`src/rtl/imem_loader_pkg.sv`:
```
// imem_loader_pkg
// Shared definitions for the instruction-memory loader: loader state
// encoding, frame layout constants and byte/word widths.
package imem_loader_pkg;

  localparam int BYTE_W   = 8;
  localparam int WORD_W   = 16;
  localparam int HDR_LEN  = 2;  // LEN_HI, LEN_LO
  localparam int CSUM_LEN = 1;  // trailing checksum byte

  typedef enum logic [2:0] {
    S_IDLE    = 3'd0,
    S_LEN_HI  = 3'd1,
    S_LEN_LO  = 3'd2,
    S_DATA_HI = 3'd3,
    S_DATA_LO = 3'd4,
    S_CSUM    = 3'd5,
    S_DONE    = 3'd6,
    S_ERR     = 3'd7
  } state_e;

endpackage

```
`src/rtl/imem_loader_if.sv`:
```
// imem_loader_if
// Groups the loader's byte-stream input and instruction-memory write port.
//   in_valid/in_data/in_ready : byte stream, transfer on valid && ready
//   imem_we/waddr/wdata       : one-cycle write strobe with address/data
// Modports:
//   slave  : the loader (sinks the byte stream, drives the memory write)
//   master : the environment (sources bytes, observes the memory write)
interface imem_loader_if #(
  parameter int ADDR_W = 8
);
  import imem_loader_pkg::*;

  logic                in_valid;
  logic [BYTE_W-1:0]   in_data;
  logic                in_ready;
  logic                imem_we;
  logic [ADDR_W-1:0]   imem_waddr;
  logic [WORD_W-1:0]   imem_wdata;

  modport slave (
    input  in_valid, in_data,
    output in_ready, imem_we, imem_waddr, imem_wdata
  );

  modport master (
    output in_valid, in_data,
    input  in_ready, imem_we, imem_waddr, imem_wdata
  );

endinterface

```
`src/rtl/imem_loader_word_assembler.sv`:
```
// word_assembler
// Holds the high byte of a big-endian pair, joins it with the incoming low
// byte, and keeps the running XOR of payload bytes.
//   clk, rst  : clock, async active-low reset
//   clr_i     : zero the XOR accumulator (start of a load)
//   hi_en_i   : capture byte_i as the high byte
//   acc_en_i  : fold byte_i into the XOR accumulator
//   byte_i    : current stream byte
//   word_o    : {captured high byte, byte_i}
//   xsum_o    : XOR accumulator
module word_assembler
  import imem_loader_pkg::*;
(
  input  logic              clk,
  input  logic              rst,
  input  logic              clr_i,
  input  logic              hi_en_i,
  input  logic              acc_en_i,
  input  logic [BYTE_W-1:0] byte_i,
  output logic [WORD_W-1:0] word_o,
  output logic [BYTE_W-1:0] xsum_o
);

  logic [BYTE_W-1:0] hi_q;
  logic [BYTE_W-1:0] xsum_q;

  always_ff @(posedge clk or negedge rst) begin
    if (!rst) begin
      hi_q   <= '0;
      xsum_q <= '0;
    end else begin
      if (hi_en_i) hi_q <= byte_i;
      if (clr_i)         xsum_q <= '0;
      else if (acc_en_i) xsum_q <= xsum_q ^ byte_i;
    end
  end

  assign word_o = {hi_q, byte_i};
  assign xsum_o = xsum_q;

endmodule

```
`src/rtl/imem_loader.sv`:
```
// imem_loader
// Loads a framed program image (LEN_HI LEN_LO {W_HI W_LO}*N CSUM) into the
// 16-bit instruction memory from address 0, holding the core in reset until
// a load completes with a matching XOR checksum.
//   clk, rst   : clock, async active-low reset
//   start      : one-cycle pulse, begins a load when idle
//   bus        : byte stream in, instruction-memory write out
//   cpu_rst    : active-high pipeline reset
//   busy       : load in progress
//   done / err : sticky result of the last load
//
// state     | meaning
// ----------+---------------------------------------------------
// S_IDLE    | waiting for start, stream not accepted
// S_LEN_HI  | expecting word-count high byte
// S_LEN_LO  | expecting word-count low byte, range-check N
// S_DATA_HI | expecting high byte of the next word
// S_DATA_LO | expecting low byte, write word on transfer
// S_CSUM    | expecting checksum byte
// S_DONE    | good image: flag done, release cpu_rst
// S_ERR     | bad length or checksum: flag err, keep cpu_rst
module imem_loader
  import imem_loader_pkg::*;
#(
  parameter int ADDR_W = 8,
  parameter int DEPTH  = 256
) (
  input  logic clk,
  input  logic rst,
  input  logic start,
  imem_loader_if.slave bus,
  output logic cpu_rst,
  output logic busy,
  output logic done,
  output logic err
);

  localparam logic [ADDR_W-1:0] LAST_ADDR = ADDR_W'(DEPTH - 1);
  localparam logic [15:0]       DEPTH_N   = 16'(DEPTH);

  state_e              state_q, state_d;
  logic [ADDR_W-1:0]   addr_q, addr_d;
  logic [15:0]         left_q, left_d;
  logic                in_ready_q, in_ready_d;
  logic                we_q, we_d;
  logic [ADDR_W-1:0]   waddr_q, waddr_d;
  logic [WORD_W-1:0]   wdata_q, wdata_d;
  logic                cpu_rst_q, cpu_rst_d;
  logic                busy_q, busy_d;
  logic                done_q, done_d;
  logic                err_q, err_d;

  logic                xfer;
  logic                clr, hi_en, acc_en;
  logic [WORD_W-1:0]   word;
  logic [BYTE_W-1:0]   xsum;

  assign xfer = bus.in_valid && in_ready_q;

  // The high-byte register also holds LEN_HI, so word is N during LEN_LO.
  word_assembler u_asm (
    .clk      (clk),
    .rst      (rst),
    .clr_i    (clr),
    .hi_en_i  (hi_en),
    .acc_en_i (acc_en),
    .byte_i   (bus.in_data),
    .word_o   (word),
    .xsum_o   (xsum)
  );

  always_comb begin
    state_d   = state_q;
    addr_d    = addr_q;
    left_d    = left_q;
    we_d      = 1'b0;
    waddr_d   = waddr_q;
    wdata_d   = wdata_q;
    cpu_rst_d = cpu_rst_q;
    done_d    = done_q;
    err_d     = err_q;
    clr       = 1'b0;
    hi_en     = 1'b0;
    acc_en    = 1'b0;

    case (state_q)
      S_IDLE: begin
        if (start) begin
          state_d   = S_LEN_HI;
          done_d    = 1'b0;
          err_d     = 1'b0;
          addr_d    = '0;
          left_d    = '0;
          clr       = 1'b1;
          cpu_rst_d = 1'b1;
        end
      end
      S_LEN_HI: begin
        if (xfer) begin
          hi_en   = 1'b1;
          state_d = S_LEN_LO;
        end
      end
      S_LEN_LO: begin
        if (xfer) begin
          left_d = word;
          if (word > DEPTH_N)    state_d = S_ERR;
          else if (word == '0)   state_d = S_CSUM;
          else                   state_d = S_DATA_HI;
        end
      end
      S_DATA_HI: begin
        if (xfer) begin
          hi_en   = 1'b1;
          acc_en  = 1'b1;
          state_d = S_DATA_LO;
        end
      end
      S_DATA_LO: begin
        if (xfer) begin
          acc_en  = 1'b1;
          we_d    = 1'b1;
          waddr_d = addr_q;
          wdata_d = word;
          addr_d  = (addr_q == LAST_ADDR) ? '0 : addr_q + 1'b1;
          left_d  = left_q - 16'd1;
          state_d = (left_q == 16'd1) ? S_CSUM : S_DATA_HI;
        end
      end
      S_CSUM: begin
        if (xfer) state_d = (bus.in_data == xsum) ? S_DONE : S_ERR;
      end
      S_DONE: begin
        done_d    = 1'b1;
        cpu_rst_d = 1'b0;
        state_d   = S_IDLE;
      end
      S_ERR: begin
        err_d   = 1'b1;
        state_d = S_IDLE;
      end
      default: state_d = S_IDLE;
    endcase

    // Registered status outputs track the state being entered.
    in_ready_d = (state_d == S_LEN_HI)  || (state_d == S_LEN_LO) ||
                 (state_d == S_DATA_HI) || (state_d == S_DATA_LO) ||
                 (state_d == S_CSUM);
    busy_d     = (state_d != S_IDLE);
  end

  always_ff @(posedge clk or negedge rst) begin
    if (!rst) begin
      state_q    <= S_IDLE;
      addr_q     <= '0;
      left_q     <= '0;
      in_ready_q <= 1'b0;
      we_q       <= 1'b0;
      waddr_q    <= '0;
      wdata_q    <= '0;
      cpu_rst_q  <= 1'b1;
      busy_q     <= 1'b0;
      done_q     <= 1'b0;
      err_q      <= 1'b0;
    end else begin
      state_q    <= state_d;
      addr_q     <= addr_d;
      left_q     <= left_d;
      in_ready_q <= in_ready_d;
      we_q       <= we_d;
      waddr_q    <= waddr_d;
      wdata_q    <= wdata_d;
      cpu_rst_q  <= cpu_rst_d;
      busy_q     <= busy_d;
      done_q     <= done_d;
      err_q      <= err_d;
    end
  end

  assign bus.in_ready   = in_ready_q;
  assign bus.imem_we    = we_q;
  assign bus.imem_waddr = waddr_q;
  assign bus.imem_wdata = wdata_q;
  assign cpu_rst        = cpu_rst_q;
  assign busy           = busy_q;
  assign done           = done_q;
  assign err            = err_q;

endmodule

```
`src/flat_wrapper.sv`:
```
// flat-port wrapper written by rule: the top's interface ports become plain ports
module imem_loader_flat import imem_loader_pkg::*;
#(
  parameter int ADDR_W = 8,
  parameter int DEPTH  = 256
)
  (clk, rst, start, cpu_rst, busy, done, err, bus_in_valid, bus_in_data, bus_in_ready, bus_imem_we, bus_imem_waddr, bus_imem_wdata);
  imem_loader_if #(.ADDR_W(ADDR_W)) bus_i ();
  input  logic clk;
  input  logic rst;
  input  logic start;
  output logic cpu_rst;
  output logic busy;
  output logic done;
  output logic err;
  input wire logic [$bits(bus_i.in_valid)-1:0] bus_in_valid;
  input wire logic [$bits(bus_i.in_data)-1:0] bus_in_data;
  output wire logic [$bits(bus_i.in_ready)-1:0] bus_in_ready;
  output wire logic [$bits(bus_i.imem_we)-1:0] bus_imem_we;
  output wire logic [$bits(bus_i.imem_waddr)-1:0] bus_imem_waddr;
  output wire logic [$bits(bus_i.imem_wdata)-1:0] bus_imem_wdata;
  assign bus_i.in_valid = bus_in_valid;
  assign bus_i.in_data = bus_in_data;
  assign bus_in_ready = bus_i.in_ready;
  assign bus_imem_we = bus_i.imem_we;
  assign bus_imem_waddr = bus_i.imem_waddr;
  assign bus_imem_wdata = bus_i.imem_wdata;
  imem_loader #(.ADDR_W(ADDR_W), .DEPTH(DEPTH)) u_core (.clk(clk), .rst(rst), .start(start), .bus(bus_i), .cpu_rst(cpu_rst), .busy(busy), .done(done), .err(err));
endmodule
```
`config.mk`:
```
export PLATFORM = sky130hd
export DESIGN_NAME = imem_loader_flat
export DESIGN_NICKNAME = d
export VERILOG_FILES = /design/src/rtl/imem_loader_pkg.sv /design/src/rtl/imem_loader_if.sv /design/src/rtl/imem_loader_word_assembler.sv /design/src/rtl/imem_loader.sv /design/src/flat_wrapper.sv
export SDC_FILE = /design/constraint.sdc
export NUM_CORES = 1
export LEC_CHECK = 0
export CAP_MARGIN = 15
export CORE_ASPECT_RATIO = 0.7
export CORE_MARGIN = 3
export CORE_UTILIZATION = 45
export DETAILED_ROUTE_END_ITERATION = 8
export PLACE_DENSITY = 0.69
export SYNTH_ARGS = -nofsm -noshare
export SYNTH_HDL_FRONTEND = slang
export SYNTH_HIERARCHICAL = 1
export SYNTH_SLANG_ARGS = --single-unit
export TNS_END_PERCENT = 20
```
`constraint.sdc`:
```
create_clock -name clk -period 2.45 [get_ports clk]
set_clock_uncertainty 0.2 [all_clocks]
set_input_delay 0.49 -clock clk [delete_from_list [all_inputs] [get_ports clk]]
set_output_delay 0.49 -clock clk [all_outputs]
set_load 0.01 [all_outputs]
```
==> results of run 1 <==
final timing paths:
check | endpoint | slack (ns) | cells after the start | startpoint
min reg2reg | u_core/cpu_rst | 0.27 | 1 | u_core/state_q[1]
min | u_core/cpu_rst | 0.27 | 1 | u_core/state_q[1]
min in group asynchronous | u_core/bus.imem_waddr[4] | 0.48 | 2 | rst
max reg2reg | u_core/busy | 0.14 | 8 | u_core/left_q[1]
max in group asynchronous | u_core/left_q[5] | 1.00 | 3 | rst
max | u_core/busy | 0.14 | 8 | u_core/left_q[1]
worst max-delay path: stages, from the launching register on:
cell      delay (ns)
dfrtp_1         0.38
inv_1           0.13
ha_1            0.16
or3b_2          0.47
nor4_4          0.28
and2_1          0.17
o211ai_1        0.10
o21a_2          0.16
nand2b_1        0.15
flip-flops by register name, summed over array words and instances (netlist names):
| signal | cells |
|---|---|
| u_core/done | 1 |
| u_core/u_asm/hi_q | 8 |
| u_core/bus.imem_we | 1 |
| u_core/err | 1 |
| u_core/bus.imem_wdata | 16 |
| u_core/bus.imem_waddr | 8 |
| u_core/bus.in_ready | 1 |
| u_core/cpu_rst | 1 |
| u_core/addr_q | 8 |
| u_core/state_q | 3 |
| u_core/u_asm/xsum_o | 8 |
| u_core/left_q | 16 |
| u_core/busy | 1 |
report_power, final:
group	switching (mW)	total, mW	internal [mW]
combinational	1.18	2.33	1.15
clock	0.503	1.33	0.823
sequential	0.436	2.08	1.64
total	2.11	5.73	3.61
cell type report:
type | instances | area, um^2
clock buffers | 11 | 243
clock inverters | 5 | 63.8
fillers | 705 | 3350
inverters | 9 | 33.8
multi-input cells | 251 | 1710
flip-flops and latches | 73 | 1830
well taps | 101 | 126
repair buffers | 66 | 623
stage by stage:
step / instance area [um^2] / worst slack, ns / cells
2_1_floorplan: 3730 / 0.327 / 359
3_3_place_gp: 4310 / -0.0109 / 499
3_5_place_dp: 4310 / -0.0228 / 499
5_1_grt: 4620 / 0.0655 / 516
6_report: 4620 / 0.143 / 516
4_1_cts: 4620 / 0.146 / 516
cells in the mapped netlist, types with 2 or more instances:
cell type / count / share of area
clkbuf_1: 5 / 0.0050
buf_6: 2 / 0.0060
nand2b_1: 5 / 0.0084
ha_1: 3 / 0.010
buf_1: 2 / 0.0020
buf_2: 8 / 0.011
a22oi_1: 9 / 0.018
a31oi_1: 3 / 0.0050
mux2_1: 8 / 0.024
nor4_1: 8 / 0.013
or2_2: 2 / 0.0034
nand4_1: 2 / 0.0034
dfrtp_1: 72 / 0.48
and3_1: 5 / 0.0084
nand3_1: 5 / 0.0067
nor3_4: 2 / 0.0087
a21bo_2: 6 / 0.016
nand2_1: 14 / 0.014
inv_1: 9 / 0.0091
nand3b_1: 9 / 0.018
nor2b_1: 2 / 0.0034
nor3_1: 8 / 0.011
nor2_1: 24 / 0.024
o31ai_1: 2 / 0.0040
buf_4: 8 / 0.016
o211ai_1: 3 / 0.0060
a21bo_1: 2 / 0.0054
or4_4: 2 / 0.0060
xnor2_1: 9 / 0.021
a32oi_1: 2 / 0.0047
mux2_2: 24 / 0.072
and2_1: 3 / 0.0050
o21ai_0: 41 / 0.055
a21oi_1: 31 / 0.042
cells by family after synthesis:
logic type / Yosys count / share of synthesized area
AO/OA/AOI/OAI: 107 / 0.173
flip-flops: 73 / 0.490
buffers and inverters: 35 / 0.0530
XOR/XNOR: 10 / 0.0235
adder cells (fa/ha/maj): 3 / 0.0101
multiplexers: 33 / 0.0992
AND/OR/NAND/NOR: 98 / 0.151
repair_timing:
action / 4_1_cts / 5_1_grt
endpoints found under the hold margin: 37 / 0
resized for setup: 0 / 0
hold buffers: 1 / 0
metal layers:
layer  vias up  GRT usage
li1       1398          -
met4         0     0.0399
met3        10     0.0568
met5         -          0
met1      1426      0.300
met2        90      0.304
==> impl_metrics.yaml, run 1 <==
min_path:
  min_path_type: "flop to flop"
clock_tree:
  cts_max_level: 3
  clk_pin_slew_ns: 0.06
  cts_setup_buffers: 0
  clockBufferDepth: 2
  cts_sinks: 73
  cts_buffers: 9
  cts_tree: "built"
  clk_latency_ns: 0.33
  cts-root-buf: "clkbuf_16"
final_layout:
  antenna_cells: 0
  fin_util: 0.580
  final_common_cell: "dfrtp_1"
  drive_above_1_share: 0.200
  nNetsFinal: 425
  layout_common_cells: "dfrtp_1 (72), o21ai_0 (41), clkdlybuf4s50_1 (40)"
  syn2layout_area_growth_pct: 23.9
drt:
  met1_length_mm: 4.47
  first_pass_iters: 5
  vias: 2924
  wire_per_inst_um: 17.6
  vias_per_cell: 5.67
  wl_met3_um: 624
  drcViolationCount: 0
  drt_iter0_drc: 184
  dr.max_layer_used: "met4"
  wl_met2_mm: 3.93
  ant_nets: 0
  wl_mm: 9.10
setup_path:
  critical_path_class: "flop to flop"
  crit_path_end_kind: "flop"
  cp_max_fo: 4
  arrival_ns: 2.32
  cp-start-kind: "flop"
  cp.required_ns: 2.46
pwr:
  p_leak_nw: 1.94
  power_mw: 5.73
  powerDensity_nw_per_um2: 1240
  ir_drop_v: 0.000746
synth:
  ys_seq_area_frac: 0.490
  yosysWarnings: 6
  synth_edf_count: 0
  synth_nets: 374
  async_flop_share: 1.00
  synth-seq-cells: 73
  netlist-cell-type-count: 53
  syn_avg_cell_area_um2: 10.4
  synth_ff_type: "dfrtp_1"
  synthCells: 359
  netlist_area_um2: 3730
die:
  die_area_um2: 9440
  die_y_um: 82.2
  core_um2: 7970
  num_io_pins: 42
  start_util: 0.468
  die_x_um: 115
  core.rowCount: 27
timing:
  timing.hold.ws_ns: 0.265
  finalHoldViolCount: 0
  fmax_mhz: 433
  min_period_ns: 2.31
  finalSetupViolCount: 0
  grt_setup_unrepaired: "false"
  worst_pin_slew_ns: 0.666
  fin_setup_tns_ns: 0
  finalMaxSlewViolations: 0
  finalCritPeriodShare: 0.942
  timing.slew.headroom: 0.556
placement:
  gp_congestion: 0.875
  portBuffers: 41
  dp_hpwl_mm: 6.44
global_route:
  grt_usage: 0.204
  antenna_found_initial: 0
  grt_pass1_vias: 2828
  grt_overflow: 0
  grt_start_max_net_pins: 40
  grt_pass1_wl_mm: 14.9
run_status:
  status: "completed"
flow_run:
  drv_cap: 0
(Power assumes the default switching activity.)
==> inputs of run 2 (changes only) <==
Settings changed: CORE_UTILIZATION 45 to 30, PLACE_DENSITY 0.69 to 0.51.
==> run 2 against run 1 <==
Against the previous run:
- die area grew 47%
- critical path depth is the same
- worst hold slack gained 0.038 ns
- sequential power is essentially flat
- total power shrank 0.41%
- fmax shrank 1.5%
- via count grew 0.96%
- flip-flop and latch count is the same
- cell count grew 12%
- setup slack lost 0.035 ns
- largest power group unchanged
- highest routed layer unchanged
==> impl_metrics.yaml, run 2 (same netlist as run 1, synthesis figures left out) <==
final_layout:
  drive_above_1_share: 0.210
  antenna_cells: 0
  final_common_cell: "dfrtp_1"
  layout_common_cells: "dfrtp_1 (72), o21ai_0 (41), clkdlybuf4s50_1 (40)"
  nNetsFinal: 433
  n_fill_cell: 1135
  syn2layout_area_growth_pct: 26.2
setup_path:
  crit_family: "simple AND/OR/NAND/NOR gates"
  cp_num_cells: 8
  critical_path_class: "flop to flop"
  cp_max_fo: 4
  r2r_cells: 8
  crit_slowest_cell: "or3b_2"
  cp_num_buf_inv: 1
  cp-start-kind: "flop"
  crit_path_max_incr_delay_ns: 0.49
  crit_path_end_kind: "flop"
  path_cells: "inv_1, ha_1, or3b_2, nor4_4, and2_1, o211ai_1, o21a_2, mux2i_1"
  cp.required_ns: 2.45
  arrival_ns: 2.34
  reg2reg_slack_ns: 0.11
timing:
  finalSetupViolCount: 0
  timing.hold.ws_ns: 0.303
  finalMaxSlewViolations: 0
  finalCritPeriodShare: 0.956
  finalHoldViolCount: 0
  fmax_mhz: 427
  fin_ws_ns: 0.108
  worst_pin_slew_ns: 0.526
  min_period_ns: 2.34
  timing.slew.headroom: 0.648
  grt_setup_unrepaired: "false"
clock_tree:
  cts_setup_buffers: 0
  cts_max_level: 3
  clk_latency_ns: 0.33
  clockBufferDepth: 2
  cts_sinks: 73
  cts_buffers: 9
  cts-root-buf: "clkbuf_16"
  ctsHoldBuffers: 1
  clk_pin_slew_ns: 0.06
  cts_resized: 0
  cts_tree: "built"
drt:
  wl_mm: 9.76
  ant_nets: 0
  vias_per_cell: 5.09
  vias: 2952
  first_pass_iters: 4
  wire_per_inst_um: 16.8
  drt_iter0_drc: 159
  drcViolationCount: 0
run_status:
  status: "completed"
die:
  core_um2: 11900
  die_x_um: 139
  start_util: 0.313
  num_io_pins: 42
  die_area_um2: 13800
  core.rowCount: 33
  die_y_um: 99.3
pwr:
  ir_drop_v: 0.000493
  p_leak_nw: 1.96
  powerDensity_nw_per_um2: 1210
placement:
  dp_hpwl_mm: 7.11
  gp_congestion: 0.850
  place_ws_ns: -0.0194
  portBuffers: 41
global_route:
  grt_start_max_net_pins: 37
  grt_usage: 0.148
  antenna_found_initial: 0
  grt_pass1_wl_mm: 16.2
  grt_overflow: 0
  grt_pass1_vias: 2851
min_path:
  worstHoldPathCells: 1
  min_path_type: "flop to flop"
flow_run:
  drv_cap: 0
run 2: per-layer routing:
layer  GRT usage  up-vias  part of all wire
met5           0        -                 0
met3      0.0423        8             0.063
met2       0.202       88              0.40
met1       0.229     1441              0.52
met4      0.0316        0            0.0091
li1            -     1415                 -
run 2: area by class of cell:
class | count | area, um^2 | share of cell area
Clock inverter | 2 | 12.5 | 0.00266
Multi-Input combinational cell | 251 | 1710 | 0.362
Sequential cell | 73 | 1830 | 0.388
Tap cell | 157 | 196 | 0.0417
Timing Repair Buffer | 74 | 671 | 0.142
Clock buffer | 14 | 264 | 0.0560
Inverter | 9 | 33.8 | 0.00717
run 2: metrics by stage:
stage / util / total power [mW] / area, um^2 / cells / setup TNS (ns)
6_report: 0.395 / 5.71 / 4710 / 580 / 0
5_1_grt: 0.395 / 6.09 / 4710 / 580 / 0
4_1_cts: 0.395 / 5.73 / 4710 / 580 / 0
3_5_place_dp: 0.371 / 4.46 / 4430 / 563 / -0.0194
3_3_place_gp: 0.371 / 4.46 / 4430 / 563 / -0.0869
2_1_floorplan: - / 3.46 / 3730 / 359 / 0
run 2: path summary, 6_finish.rpt:
| kind | endpoint | from |
|---|---|---|
| setup / recovery | u_core/bus.in_ready | u_core/left_q[1] |
| hold / removal | u_core/bus.imem_waddr[0] | u_core/bus.imem_waddr[0] |
| setup reg to reg | u_core/bus.in_ready | u_core/left_q[1] |
| hold reg to reg | u_core/bus.imem_waddr[0] | u_core/bus.imem_waddr[0] |
| max in group asynchronous | u_core/bus.imem_wdata[2] | rst |
| min in group asynchronous | u_core/bus.imem_wdata[15] | rst |
run 2: power breakdown:
group          leakage, nW  switching (mW)  internal, mW
Sequential           0.949           0.414          1.64
Combinational        0.883            1.22          1.20
Clock                0.133           0.495         0.741
